--- src/rtl/branch_predictor_table_if.sv ---
// Lookup/update/flush bundle for branch_predictor_table; the ghr/upd_hist
// signals exist only when BPT_GSHARE_EN is defined.
interface branch_predictor_table_if #(
  parameter int INDEX_BITS = 5
);
  logic                  rd_en;
  logic [INDEX_BITS-1:0] rd_addr;
  logic                  prediction;
  logic                  pred_valid;
  logic                  upd_en;
  logic [INDEX_BITS-1:0] upd_addr;
  logic                  upd_taken;
  logic                  flush;
  logic                  busy;
`ifdef BPT_GSHARE_EN
  logic [INDEX_BITS-1:0] ghr;
  logic [INDEX_BITS-1:0] upd_hist;

  modport master (
    output rd_en, rd_addr, upd_en, upd_addr, upd_taken, flush, upd_hist,
    input  prediction, pred_valid, busy, ghr
  );
  modport slave (
    input  rd_en, rd_addr, upd_en, upd_addr, upd_taken, flush, upd_hist,
    output prediction, pred_valid, busy, ghr
  );
`else
  modport master (
    output rd_en, rd_addr, upd_en, upd_addr, upd_taken, flush,
    input  prediction, pred_valid, busy
  );
  modport slave (
    input  rd_en, rd_addr, upd_en, upd_addr, upd_taken, flush,
    output prediction, pred_valid, busy
  );
`endif
endinterface

--- src/rtl/branch_predictor_table.sv ---
// Saturating-counter branch history table with read-after-write bypass and a
// sequenced flush; define BPT_GSHARE_EN for gshare (PC ^ global history) indexing.
module branch_predictor_table #(
  parameter int INDEX_BITS = 5,
  parameter int CNT_BITS   = 2
) (
  input  logic                    clk,
  input  logic                    arst_n,
  branch_predictor_table_if.slave bus
);
  localparam int DEPTH = 1 << INDEX_BITS;
  localparam logic [CNT_BITS-1:0]   INIT = CNT_BITS'((1 << (CNT_BITS - 1)) - 1);
  localparam logic [CNT_BITS-1:0]   MAX  = {CNT_BITS{1'b1}};
  localparam logic [INDEX_BITS-1:0] LAST = {INDEX_BITS{1'b1}};

  typedef enum logic {IDLE, FLUSH} state_t;

  state_t                state_reg, state_next;
  logic [INDEX_BITS-1:0] ptr_reg, ptr_next;
  logic [CNT_BITS-1:0]   cnt_reg  [DEPTH];
  logic [CNT_BITS-1:0]   cnt_next [DEPTH];
  logic                  prediction_reg, prediction_next;
  logic                  pred_valid_reg, pred_valid_next;

  logic                  idle;
  logic                  upd_accept;
  logic                  flush_start;
  logic [INDEX_BITS-1:0] rd_idx;
  logic [INDEX_BITS-1:0] upd_idx;
  logic [CNT_BITS-1:0]   upd_cur;
  logic [CNT_BITS-1:0]   upd_val;
  logic [CNT_BITS-1:0]   rd_val;

  assign idle        = (state_reg == IDLE);
  // An update arriving with the flush pulse is dropped, never applied.
  assign upd_accept  = idle && bus.upd_en && !bus.flush;
  assign flush_start = idle && bus.flush;

`ifdef BPT_GSHARE_EN
  logic [INDEX_BITS-1:0] ghr_reg, ghr_next;

  assign rd_idx  = bus.rd_addr ^ ghr_reg;
  assign upd_idx = bus.upd_addr ^ bus.upd_hist;
  assign bus.ghr = ghr_reg;

  always_comb begin
    ghr_next = ghr_reg;
    if (flush_start) begin
      ghr_next = '0;
    end else if (upd_accept) begin
      ghr_next = INDEX_BITS'({ghr_reg, bus.upd_taken});
    end
  end

  always_ff @(posedge clk or negedge arst_n) begin
    if (!arst_n) begin
      ghr_reg <= '0;
    end else begin
      ghr_reg <= ghr_next;
    end
  end
`else
  assign rd_idx  = bus.rd_addr;
  assign upd_idx = bus.upd_addr;
`endif

  always_comb begin
    upd_cur = cnt_reg[upd_idx];
    upd_val = upd_cur;
    if (bus.upd_taken) begin
      if (upd_cur != MAX) begin
        upd_val = upd_cur + CNT_BITS'(1);
      end
    end else if (upd_cur != '0) begin
      upd_val = upd_cur - CNT_BITS'(1);
    end
  end

  for (genvar gi = 0; gi < DEPTH; gi++) begin : g_entry
    assign cnt_next[gi] =
        (!idle && ptr_reg == INDEX_BITS'(gi))      ? INIT    :
        (upd_accept && upd_idx == INDEX_BITS'(gi)) ? upd_val :
                                                     cnt_reg[gi];
  end

  always_ff @(posedge clk or negedge arst_n) begin
    if (!arst_n) begin
      for (int i = 0; i < DEPTH; i++) begin
        cnt_reg[i] <= INIT;
      end
    end else begin
      for (int i = 0; i < DEPTH; i++) begin
        cnt_reg[i] <= cnt_next[i];
      end
    end
  end

  always_comb begin
    state_next = state_reg;
    ptr_next   = ptr_reg;
    case (state_reg)
      IDLE: begin
        if (bus.flush) begin
          state_next = FLUSH;
          ptr_next   = '0;
        end
      end
      FLUSH: begin
        ptr_next = ptr_reg + INDEX_BITS'(1);
        if (ptr_reg == LAST) begin
          state_next = IDLE;
        end
      end
      default: state_next = IDLE;
    endcase
  end

  always_ff @(posedge clk or negedge arst_n) begin
    if (!arst_n) begin
      state_reg <= IDLE;
      ptr_reg   <= '0;
    end else begin
      state_reg <= state_next;
      ptr_reg   <= ptr_next;
    end
  end

  // Same-index read and update in one cycle sees the post-update counter.
  always_comb begin
    rd_val          = (upd_accept && upd_idx == rd_idx) ? upd_val : cnt_reg[rd_idx];
    prediction_next = prediction_reg;
    pred_valid_next = 1'b0;
    if (bus.rd_en) begin
      if (idle) begin
        prediction_next = rd_val[CNT_BITS-1];
        pred_valid_next = 1'b1;
      end else begin
        prediction_next = 1'b0;
      end
    end
  end

  always_ff @(posedge clk or negedge arst_n) begin
    if (!arst_n) begin
      prediction_reg <= 1'b0;
      pred_valid_reg <= 1'b0;
    end else begin
      prediction_reg <= prediction_next;
      pred_valid_reg <= pred_valid_next;
    end
  end

  assign bus.prediction = prediction_reg;
  assign bus.pred_valid = pred_valid_reg;
  assign bus.busy       = !idle;

endmodule

--- src/flat_wrapper.sv ---
// flat-port wrapper written by rule: the top's interface ports become plain ports
module branch_predictor_table_flat 
#(
  parameter int INDEX_BITS = 5,
  parameter int CNT_BITS   = 2
)
  (clk, arst_n, bus_rd_en, bus_rd_addr, bus_upd_en, bus_upd_addr, bus_upd_taken, bus_flush, bus_prediction, bus_pred_valid, bus_busy);
  branch_predictor_table_if #(.INDEX_BITS(INDEX_BITS)) bus_i ();
  input  logic clk;
  input  logic arst_n;
  input wire logic [$bits(bus_i.rd_en)-1:0] bus_rd_en;
  input wire logic [$bits(bus_i.rd_addr)-1:0] bus_rd_addr;
  input wire logic [$bits(bus_i.upd_en)-1:0] bus_upd_en;
  input wire logic [$bits(bus_i.upd_addr)-1:0] bus_upd_addr;
  input wire logic [$bits(bus_i.upd_taken)-1:0] bus_upd_taken;
  input wire logic [$bits(bus_i.flush)-1:0] bus_flush;
  output wire logic [$bits(bus_i.prediction)-1:0] bus_prediction;
  output wire logic [$bits(bus_i.pred_valid)-1:0] bus_pred_valid;
  output wire logic [$bits(bus_i.busy)-1:0] bus_busy;
  assign bus_i.rd_en = bus_rd_en;
  assign bus_i.rd_addr = bus_rd_addr;
  assign bus_i.upd_en = bus_upd_en;
  assign bus_i.upd_addr = bus_upd_addr;
  assign bus_i.upd_taken = bus_upd_taken;
  assign bus_i.flush = bus_flush;
  assign bus_prediction = bus_i.prediction;
  assign bus_pred_valid = bus_i.pred_valid;
  assign bus_busy = bus_i.busy;
  branch_predictor_table #(.INDEX_BITS(INDEX_BITS), .CNT_BITS(CNT_BITS)) u_core (.clk(clk), .arst_n(arst_n), .bus(bus_i));
endmodule
--- config.mk ---
export PLATFORM = sky130hd
export DESIGN_NAME = branch_predictor_table_flat
export DESIGN_NICKNAME = d
export VERILOG_FILES = /design/src/rtl/branch_predictor_table_if.sv /design/src/rtl/branch_predictor_table.sv /design/src/flat_wrapper.sv
export SDC_FILE = /design/constraint.sdc
export NUM_CORES = 1
export LEC_CHECK = 0
export CORE_UTILIZATION = 40
export DETAILED_ROUTE_END_ITERATION = 8
export DONT_BUFFER_PORTS = 1
export HOLD_SLACK_MARGIN = 0.15
export SETUP_SLACK_MARGIN = 0.1
export SYNTH_ARGS = -nofsm -noshare
export SYNTH_HDL_FRONTEND = slang
export SYNTH_SLANG_ARGS = --single-unit
--- constraint.sdc ---
create_clock -name clk -period 2.7 [get_ports clk]
set_input_delay 0.54 -clock clk [delete_from_list [all_inputs] [get_ports clk]]
set_output_delay 0.54 -clock clk [all_outputs]
set_load 0.02 [all_outputs]
==> results.toml <==
[drt]
viasPerCell = 5.99
detail-route-antenna-nets = 0
firstDrtPassIters = 4
routed_wire_length_per_instance_um = 21.0
dr_total_vias = 3487
drc = 0
drt-total-wl_um = 12200
drt_iter0_drc = 276

[sta]
skew_ns = 0.00840
period_share_pct = 80.5
final_hold_viol_count = 0
finalSetupTns_ns = 0
worst_slew_pin_slew_ns = 0.540
slew_headroom_pct = 64.0
maxClockFrequency_ghz = 0.460
setup_violations = 0
report.final.slew_viol_count = 0
period_needed_ns = 2.17
grt_setup_unrepaired = "no"

[grt]
number_of_antenna_violations_at_the_first_check_in_global_routing = 0
first_global_vias = 3441
globalRoute.totalOverflow = 0
grt_first_pass_wirelength_um = 19500
overall_global_routing_resource_usage_pct = 22.8
grt_max_degree = 73

[cells_and_area]
num-nets-final = 459
antenna_diodes = 0
finish.cell_count_without_fillers = 582
largest_register_ffs = 64
multi_input_area_um2 = 2410
sequential_cell_area_um2 = 1840
area_growth_syn_to_layout_pct = 6.76
n_fill_cell = 1052
drive_above_1_share_pct = 17.4

[setup_path]
data_required_critical_path_ns = 2.93
worst_setup_path_end_kind = "register"
critPathMaxFanout = 33
path_class = "reg2reg"
crit_arrival_ns = 2.41
critical_path_startpoint_category = "register"

[die]
core_region_area_um2 = 10800
floorplan.initialDensity_pct = 41.0
rows = 38
io-pin-count = 19
floorplan.die_area_um2 = 11500
die_x_um = 107
chipHeight_um = 107

[yosys]
ys_seq_area_share_pct = 41.5
postSynthCellCount = 448
synth_nets = 470
synth_area_um2 = 4440
async_reset_ff_share_pct = 100
ys_ff_latch = 72
postSynthAreaPerCell_um2 = 9.92
synth_edf_count = 0
synthesis.yosys.warnings = 0
yosys.cell_types.count = 45
synthFlopType = "dfrtp_1"

[status]
run_status = "finished clean"

[place]
detailedPlacementHpwl_um = 8640
dpl.cell_count = 564
port_buffers = 0
routabilityCongestion = 0.847

[clock_network]
ctsLongestPathBuffers = 2
worst_skew_pair.late_latency_ns = 0.36
cts.htree.levels = 3
postCtsSetupRepairBufs = 0
clock_sinks = 72
cts_buffers = 9
clk_pin_slew_worst_paths_ns = 0.07
cts-root-buf = "clkbuf_8"
cts_tree = "yes"

[power_and_ir_drop]
irDropWorstVdd_uv = 497
power_per_cell_area_nw_per_um2 = 832
total_power_mw = 3.95
power.static_leakage_nw = 1.90

[run]
max_cap_violations = 0

[worst_hold_path]
timing.hold.worst.class = "in2reg"
## critical path: stages, from the launching register on
cell	delay (ns)
dfrtp_1	0.41
mux4_2	0.48
mux2_2	0.28
o22ai_2	0.20
o21ai_2	0.12
a31oi_4	0.21
buf_12	0.22
o22ai_1	0.11
## synth_stat cells, types with 2 or more instances
master / number / area [um2]
mux2_2: 4 / 45.0
mux4_2: 16 / 360
o21ai_1: 9 / 45.0
nand2_1: 25 / 93.8
o2bb2ai_1: 4 / 35.0
a211oi_1: 4 / 30.0
or2_2: 3 / 18.8
buf_1: 4 / 15.0
a22o_1: 3 / 26.3
a22oi_1: 8 / 60.1
ha_1: 6 / 75.1
nor3b_1: 3 / 22.5
nand2b_1: 10 / 62.6
a21oi_1: 32 / 160
o211ai_1: 7 / 52.6
mux2i_1: 50 / 500
nor2_1: 50 / 188
inv_1: 11 / 41.3
buf_2: 4 / 20.0
dfstp_2: 32 / 841
nand3b_1: 2 / 15.0
nand3_1: 18 / 90.1
and3_1: 6 / 37.5
o21ai_0: 21 / 105
clkbuf_1: 11 / 41.3
o31ai_1: 2 / 15.0
xor2_1: 4 / 35.0
a31oi_1: 4 / 25.0
o22ai_1: 4 / 25.0
nor3_1: 19 / 95.1
dfrtp_1: 40 / 1000
nor4_1: 2 / 12.5
buf_4: 8 / 60.1
nor2b_1: 11 / 68.8
## worst paths after layout
path / start / endpoint / slack (ns) / cells past startpoint
max: u_core.cnt_reg[1] / u_core.cnt_reg[27] / 0.53 / 7
min: bus_flush / u_core.ptr_reg[4] / 0.26 / 1
max reg2reg: u_core.cnt_reg[1] / u_core.cnt_reg[27] / 0.53 / 7
min reg2reg: u_core.cnt_reg[0] / u_core.cnt_reg[0] / 0.47 / 2
max in group asynchronous: arst_n / u_core.cnt_reg[6] / 1.62 / 2
min in group asynchronous: arst_n / u_core.cnt_reg[57] / 0.73 / 2
## through the flow
step,util (%),hold slack [ns],area (um2),setup slack (ns)
2_1_floorplan,-,0.244,4440,0.255
5_1_grt,43.8,0.248,4740,0.424
4_1_cts,43.8,0.251,4740,0.529
3_3_place_gp,41.7,0.249,4530,0.426
6_report,43.8,0.262,4740,0.527
3_5_place_dp,41.7,0.249,4530,0.379
## placed cells by master, fill, tap and decap left out, drive strengths merged, types with 18 or more instances in the layout
cell	n
dfrtp	40
nand3	18
a21oi	32
nor2	50
nand2	25
o21ai	31
dfstp	32
nor3	20
mux2i	50
## power by group
group,internal [mW],switching (mW)
sequential,1.48,0.300
clock,0.412,0.396
combinational,0.562,0.791
## area by class of cell
type                            instances  area share (%)
Multi-Input combinational cell        337            50.9
Sequential cell                        72            38.8
Clock buffer                           16            3.80
Tap cell                              140            3.69
Timing Repair Buffer                    6            1.95
Inverter                               11           0.870
## per-layer routing
layer	routed length, um	track usage (%)	share of wire (%)	up-vias
met4	296	8.81	2.4	0
met2	5400	33.5	44	105
met3	731	5.21	6.0	23
met5	0	0	0	-
met1	5770	32.5	47	1750
li1	-	-	-	1609
## kinds of logic (layout without fill, tap and decap cells)
logic type               after synthesis  count (layout)  synth area share (%)
flip-flops                            72              72                  41.5
XOR/XNOR                               5               5                 0.986
adder cells (fa/ha/maj)                6               6                  1.69
AND/OR/NAND/NOR                      152             152                  16.4
AO/OA/AOI/OAI                        104             104                  14.9
buffers and inverters                 39              33                  4.25
multiplexers                          70              70                  20.4
## timing repair
action | 4_1_cts | 5_1_grt
resized for setup | 0 | 0
hold endpoints to repair | 72 | 0
hold buffers | 2 | 0
Power figures use the tool's default switching activity.
